<file path="src/rtl/sign_mag_acc_if.sv">
// ============================================================================
//  Module   : sign_mag_acc_if
//  Purpose  : Operand handshake and result bus for the sign-magnitude
//             accumulator. The source drives the master side and the
//             accumulator implements the slave side.
//  Revision : 1.0  initial release
// ============================================================================
`default_nettype none

interface sign_mag_acc_if #(
  parameter int N = 8
);
  logic         in_valid;
  logic         in_ready;
  logic [N-1:0] data;
  logic         op;
  logic         clr;
  logic [N-1:0] acc;
  logic         out_valid;
  logic         ovf;

  // Operand source / result consumer
  modport master (
    output in_valid, data, op, clr,
    input  in_ready, acc, out_valid, ovf
  );

  // Accumulator
  modport slave (
    input  in_valid, data, op, clr,
    output in_ready, acc, out_valid, ovf
  );
endinterface

`default_nettype wire

</file>
<file path="src/rtl/sign_mag_acc.sv">
// ============================================================================
//  Module   : sign_mag_acc
//  Purpose  : Sequential sign-magnitude accumulator. Each accepted operand is
//             added (op=0) or subtracted (op=1) into a registered
//             sign-magnitude accumulator, or loaded into it (clr=1). Results
//             saturate to the largest magnitude and raise a sticky ovf flag.
//             Zero results are always stored as +0.
//  Revision : 1.0  initial release
// ============================================================================
`default_nettype none

module sign_mag_acc #(
  parameter int N = 8
) (
  input  logic          clk,
  input  logic          reset,
  sign_mag_acc_if.slave bus
);

  localparam int M = N - 1;  // magnitude width

  typedef enum logic [1:0] {
    S_IDLE  = 2'd0,
    S_CALC  = 2'd1,
    S_WRITE = 2'd2
  } state_t;

  state_t state_q, state_d;

  // Latched operand
  logic [N-1:0] opnd_q, opnd_d;
  logic         op_q, op_d;
  logic         clr_q, clr_d;

  // Magnitude comparison results captured in CALC
  logic [M-1:0] max_q, max_d;
  logic [M-1:0] min_q, min_d;
  logic         rsign_q, rsign_d;
  logic         same_q, same_d;

  // Architectural outputs
  logic [N-1:0] acc_q, acc_d;
  logic         ovf_q, ovf_d;
  logic         out_valid_q, out_valid_d;
  logic         in_ready_o;

  // Combinational helpers
  logic [M-1:0] acc_mag;
  logic         acc_sign;
  logic [M-1:0] opnd_mag;
  logic         eff_sign;
  logic [N-1:0] sum;
  logic [M-1:0] diff;
  logic [M-1:0] res_mag;
  logic         res_sign;

  assign acc_mag  = acc_q[M-1:0];
  assign acc_sign = acc_q[N-1];
  assign opnd_mag = opnd_q[M-1:0];
  // Subtraction flips the operand sign; a -0 operand is folded to +0 so it
  // never alters the sign of the result.
  assign eff_sign = (opnd_q[N-1] ^ op_q) & (|opnd_mag);
  // One spare bit above the magnitude catches the same-sign carry.
  assign sum      = {1'b0, max_q} + {1'b0, min_q};
  assign diff     = max_q - min_q;

  assign bus.in_ready  = in_ready_o;
  assign bus.acc       = acc_q;
  assign bus.ovf       = ovf_q;
  assign bus.out_valid = out_valid_q;

  // State register
  always_ff @(posedge clk) begin
    if (reset) begin
      state_q <= S_IDLE;
    end else begin
      state_q <= state_d;
    end
  end

  // Next-state logic and handshake output
  always_comb begin
    state_d    = state_q;
    in_ready_o = 1'b0;
    case (state_q)
      S_IDLE: begin
        in_ready_o = 1'b1;
        if (bus.in_valid) begin
          state_d = S_CALC;
        end
      end
      S_CALC:  state_d = S_WRITE;
      S_WRITE: state_d = S_IDLE;
      default: state_d = S_IDLE;
    endcase
  end

  // Datapath next-state: latch in IDLE, compare in CALC, combine in WRITE
  always_comb begin
    opnd_d      = opnd_q;
    op_d        = op_q;
    clr_d       = clr_q;
    max_d       = max_q;
    min_d       = min_q;
    rsign_d     = rsign_q;
    same_d      = same_q;
    acc_d       = acc_q;
    ovf_d       = ovf_q;
    out_valid_d = 1'b0;
    res_mag     = '0;
    res_sign    = 1'b0;

    case (state_q)
      S_IDLE: begin
        if (bus.in_valid) begin
          opnd_d = bus.data;
          op_d   = bus.op;
          clr_d  = bus.clr;
        end
      end

      S_CALC: begin
        same_d = (acc_sign == eff_sign);
        if (acc_mag >= opnd_mag) begin
          max_d   = acc_mag;
          min_d   = opnd_mag;
          rsign_d = acc_sign;
        end else begin
          max_d   = opnd_mag;
          min_d   = acc_mag;
          rsign_d = eff_sign;
        end
      end

      S_WRITE: begin
        out_valid_d = 1'b1;
        if (clr_q) begin
          res_mag  = opnd_mag;
          res_sign = eff_sign;
          ovf_d    = 1'b0;
        end else if (same_q) begin
          res_sign = rsign_q;
          if (sum[M]) begin
            res_mag = {M{1'b1}};
            ovf_d   = 1'b1;
          end else begin
            res_mag = sum[M-1:0];
          end
        end else begin
          res_sign = rsign_q;
          res_mag  = diff;
        end
        // A zero magnitude is always stored with a positive sign.
        acc_d = {res_sign & (|res_mag), res_mag};
      end

      default: begin
        out_valid_d = 1'b0;
      end
    endcase
  end

  // Datapath registers; reset discards any operation in flight
  always_ff @(posedge clk) begin
    if (reset) begin
      opnd_q      <= '0;
      op_q        <= 1'b0;
      clr_q       <= 1'b0;
      max_q       <= '0;
      min_q       <= '0;
      rsign_q     <= 1'b0;
      same_q      <= 1'b0;
      acc_q       <= '0;
      ovf_q       <= 1'b0;
      out_valid_q <= 1'b0;
    end else begin
      opnd_q      <= opnd_d;
      op_q        <= op_d;
      clr_q       <= clr_d;
      max_q       <= max_d;
      min_q       <= min_d;
      rsign_q     <= rsign_d;
      same_q      <= same_d;
      acc_q       <= acc_d;
      ovf_q       <= ovf_d;
      out_valid_q <= out_valid_d;
    end
  end

endmodule

`default_nettype wire
</file>
<file path="src/flat_wrapper.sv">
// flat-port wrapper written by rule: the top's interface ports become plain ports
module sign_mag_acc_flat 
#(
  parameter int N = 8
)
  (clk, reset, bus_in_valid, bus_data, bus_op, bus_clr, bus_in_ready, bus_acc, bus_out_valid, bus_ovf);
  sign_mag_acc_if #(.N(N)) bus_i ();
  input  logic clk;
  input  logic reset;
  input wire logic [$bits(bus_i.in_valid)-1:0] bus_in_valid;
  input wire logic [$bits(bus_i.data)-1:0] bus_data;
  input wire logic [$bits(bus_i.op)-1:0] bus_op;
  input wire logic [$bits(bus_i.clr)-1:0] bus_clr;
  output wire logic [$bits(bus_i.in_ready)-1:0] bus_in_ready;
  output wire logic [$bits(bus_i.acc)-1:0] bus_acc;
  output wire logic [$bits(bus_i.out_valid)-1:0] bus_out_valid;
  output wire logic [$bits(bus_i.ovf)-1:0] bus_ovf;
  assign bus_i.in_valid = bus_in_valid;
  assign bus_i.data = bus_data;
  assign bus_i.op = bus_op;
  assign bus_i.clr = bus_clr;
  assign bus_in_ready = bus_i.in_ready;
  assign bus_acc = bus_i.acc;
  assign bus_out_valid = bus_i.out_valid;
  assign bus_ovf = bus_i.ovf;
  sign_mag_acc #(.N(N)) u_core (.clk(clk), .reset(reset), .bus(bus_i));
endmodule
</file>
<file path="config.mk">
export PLATFORM = sky130hd
export DESIGN_NAME = sign_mag_acc_flat
export DESIGN_NICKNAME = d
export VERILOG_FILES = /design/src/rtl/sign_mag_acc_if.sv /design/src/rtl/sign_mag_acc.sv /design/src/flat_wrapper.sv
export SDC_FILE = /design/constraint.sdc
export NUM_CORES = 1
export LEC_CHECK = 0
export ABC_AREA = 1
export CAP_MARGIN = 0
export CELL_PAD_IN_SITES_DETAIL_PLACEMENT = 1
export CELL_PAD_IN_SITES_GLOBAL_PLACEMENT = 1
export CORE_MARGIN = 5
export CORE_UTILIZATION = 44
export CTS_CLUSTER_SIZE = 28
export DETAILED_ROUTE_END_ITERATION = 8
export PLACE_DENSITY_LB_ADDON = 0.05
export SYNTH_ARGS = -nofsm -noshare
export SYNTH_HDL_FRONTEND = slang
export SYNTH_SLANG_ARGS = --single-unit
export TNS_END_PERCENT = 10
</file>
<file path="constraint.sdc">
create_clock -name clk -period 4.87 [get_ports clk]
set_clock_uncertainty 0.2 [all_clocks]
set_input_delay 0.974 -clock clk [delete_from_list [all_inputs] [get_ports clk]]
set_output_delay 0.974 -clock clk [all_outputs]
set_load 0.005 [all_outputs]
</file>
==> summary.txt <==
Job
  • Max cap viols: 0

Timing
  • RSZ-0062 raised after global routing: false
  • Final setup viols: 0
  • Final period utilization: 0.568
  • Max Slew Vio Count: 0
  • Fin crit period: between 2 and 3 ns
  • Worst slew pin tran: 1.19 ns
  • Max Clk Rate: 0.361 GHz
  • Worst slew margin: 0.210
  • Setup total negative slack: 0 ns
  • Final hold slack: approximately 0.28 ns
  • Final hold vios: 0

Clocking
  • Setup bufs post-CTS: 0
  • Hold_buf cts: 0
  • CTS tree: done
  • Clock buffer depth: 2
  • Post-CTS sizing: 0
  • CTS sink cnt: 38
  • Clock transition at path regs: roughly 0.080 ns
  • H-tree levels: 2
  • Clock latency on the worst-skew pair: 0.30 ns
  • Root Driver: clkbuf_8
  • TritonCTS Buffers: 5

Global route
  • Initial antenna violation count: 0
  • Overall Global Routing Usage: 0.184
  • Vias in the first global route: roughly 2200
  • First-pass GRT wire length: ~11000 um
  • Largest net degree at the start of global routing: 31
  • Grt ovf: 0

Setup path
  • CP arrival: around 2.7 ns
  • Maximum fanout along the worst path: 21
  • Worst setup path end: u_core.bus.ovf$_SDFFE_PP0P_
  • R2R Setup Slk: around 2.3 ns
  • Worst r2r path cells: 9
  • Reg-to-reg endpoint: u_core.max_q[5]$_SDFFE_PP0N_
  • Worst setup EP type: flop
  • Crit Reg-Reg Startpoint: u_core.opnd_q[2]$_SDFFE_PP0P_
  • Required time of the critical path: between 4 and 5 ns
  • Startpoint types: input port
  • CP Launch Point: reset
  • WS Path Type: in -> reg

Logic synthesis
  • Ys Warns: 0
  • Post-synth EDFFs: 0
  • Mapped Nets: 370
  • Syn Inst Count: ~340
  • #FFs+latches synth: 38
  • Post-synth ARST share: 0
  • Synth area leaders: dfxtp_1 (32%), nand2_1 (11%), a21oi_1 (11%), ha_1 (11%), o21ai_0 (4.2%)
  • Seq/Total Area, Yosys: 0.320
  • Post-synth top area cell: dfxtp_1
  • Most common flop cell mapped by yosys: dfxtp_1
  • Post-Syn Area per Cell: around 7.1 um2
  • Synth Cell Area: between 2000 and 2500 um2
  • Unique masters post-synth: 29
  • Share of the synthesized area in the top cell type: 0.320

Floorplan
  • Starting density of the core: 0.459
  • Die Wd: 83.5 um
  • Die Area: between 6000 and 7000 um2
  • Core area: about 5200 um2
  • Die H: 83.5 um
  • I/O pin count: 24
  • # rows: 26

Detailed routing
  • DRT iter0 DRCs: 90
  • Total Wirelength: ~6200 um
  • Routed length per placed instance: approximately 15 um
  • DRC: 0
  • DRT Pass-1 Iters: 4
  • Via density: 5.21
  • DR vias: between 2000 and 2500
  • Antenna-violating nets left: 0

Pwr
  • Worst vdd ir: ~0.00020 V
  • P_leak: about 1.2 nW
  • Flop pwr share: 0.403
  • P_int: approximately 570 uW
  • Clk pwr share: 0.307
  • Comb pwr share: 0.290
  • NetSw: between 200 and 300 uW
  • Switching part of the total: 0.338
  • Power density cells: between 300 and 400 nW/um2

Placed design
  • Final Wtd Congestion: around 0.74
  • Dpl hpwl: between 4000 and 5000 um
  • # port buffers: 23

Final layout
  • Most common cell after layout, fill and taps aside: nand2_1
  • P&R area growth vs syn: 15.9%
  • Nets@finish: roughly 390
  • Register Area: approximately 760 um2
  • Share of cells above drive strength 1: 0.116
  • Most frequent cells in the layout: nand2_1 (72), a21oi_1 (51), dfxtp_1 (38)
  • # diodes: 0
  • Multi-input gate area: around 1400 um2
  • Layout fillers: approximately 670

Outcome
  • Outcome: finished clean

Worst hold path
  • Min-delay worst type: reg -> reg
critical path: stages:
cell and delay, ns:
clkdlybuf4s50_1 1.03, inv_1 0.46, o21ai_1 0.21, a21oi_1 0.06
Yosys cell counts (all sizes together) (2+ instances only):
master,number
buf,4
fa,2
ha,20
a21oi,54
clkbuf,9
xor2,4
nand2,83
nand4,4
inv,35
dfxtp,38
nor2,17
nand3,19
o21ai,40
cell type report:
class	instances	area share
timing repair buffer	23	0.0836
clock inverter	1	0.0109
tap	70	0.0318
inverter	35	0.0477
multi-input combinational	249	0.522
sequential	38	0.276
clock buffer	7	0.0277
worst min-delay path by stage:
stage / start / endpoint / slack (ns) / cells after the start
5_1_grt: u_core.max_q[6]$_SDFFE_PP0N_ / u_core.max_q[6]$_SDFFE_PP0N_ / 0.31 / 2
6_report: u_core.max_q[6]$_SDFFE_PP0N_ / u_core.max_q[6]$_SDFFE_PP0N_ / 0.28 / 2
3_3_place_gp: u_core.rsign_q$_SDFFE_PP0N_ / u_core.rsign_q$_SDFFE_PP0N_ / 0.26 / 2
3_5_place_dp: u_core.max_q[6]$_SDFFE_PP0N_ / u_core.max_q[6]$_SDFFE_PP0N_ / 0.27 / 2
2_1_floorplan: u_core.rsign_q$_SDFFE_PP0N_ / u_core.rsign_q$_SDFFE_PP0N_ / 0.24 / 2
4_1_cts: u_core.max_q[6]$_SDFFE_PP0N_ / u_core.max_q[6]$_SDFFE_PP0N_ / 0.28 / 2
logic make-up (layout without fill, tap and decap cells):
| family | Yosys count | count (layout) | synth area share |
|---|---|---|---|
| xor+xnor | 4 | 4 | 0.0147 |
| fa+ha+maj | 22 | 22 | 0.122 |
| flops | 38 | 38 | 0.320 |
| buf+inv | 48 | 66 | 0.0779 |
| simple gates | 126 | 126 | 0.242 |
| compound gates | 97 | 97 | 0.223 |
registers in the layout, summed over array words and instances, names as in the netlist:
name and count:
u_core.state_q 2, u_core.max_q 7, u_core.bus.out_valid 1, u_core.op_q 1, u_core.rsign_q 1, u_core.bus.ovf 1
u_core.opnd_q 8, u_core.bus.acc 8, u_core.min_q 7, u_core.clr_q 1, u_core.same_q 1
power groups by stage:
stage	registers [mW]	clock network, mW	logic [mW]
4_1_cts	0.349	0.269	0.252
3_5_place_dp	0.357	0	0.250
5_1_grt	0.352	0.285	0.281
2_1_floorplan	0.349	0	0.189
3_3_place_gp	0.356	0	0.242
6_report	0.349	0.267	0.252
routing by layer:
layer,part of all wire,global-route usage,vias to the layer above
met2,0.48,0.324,34
met5,0,0,-
met4,0.014,0.0526,0
li1,-,-,1144
met3,0.030,0.0296,8
met1,0.48,0.230,1016
through the flow:
stage | area [um2] | util | setup WS, ns | total power, mW | cells
2_1_floorplan | 2380 | - | 2.80 | 0.538 | 335
3_3_place_gp | 2650 | 0.512 | 1.83 | 0.598 | 415
3_5_place_dp | 2650 | 0.512 | 1.77 | 0.606 | 415
4_1_cts | 2750 | 0.532 | 2.06 | 0.871 | 423
5_1_grt | 2750 | 0.532 | 1.89 | 0.919 | 423
6_report | 2750 | 0.532 | 2.10 | 0.868 | 423
(Power assumes the default switching activity.)
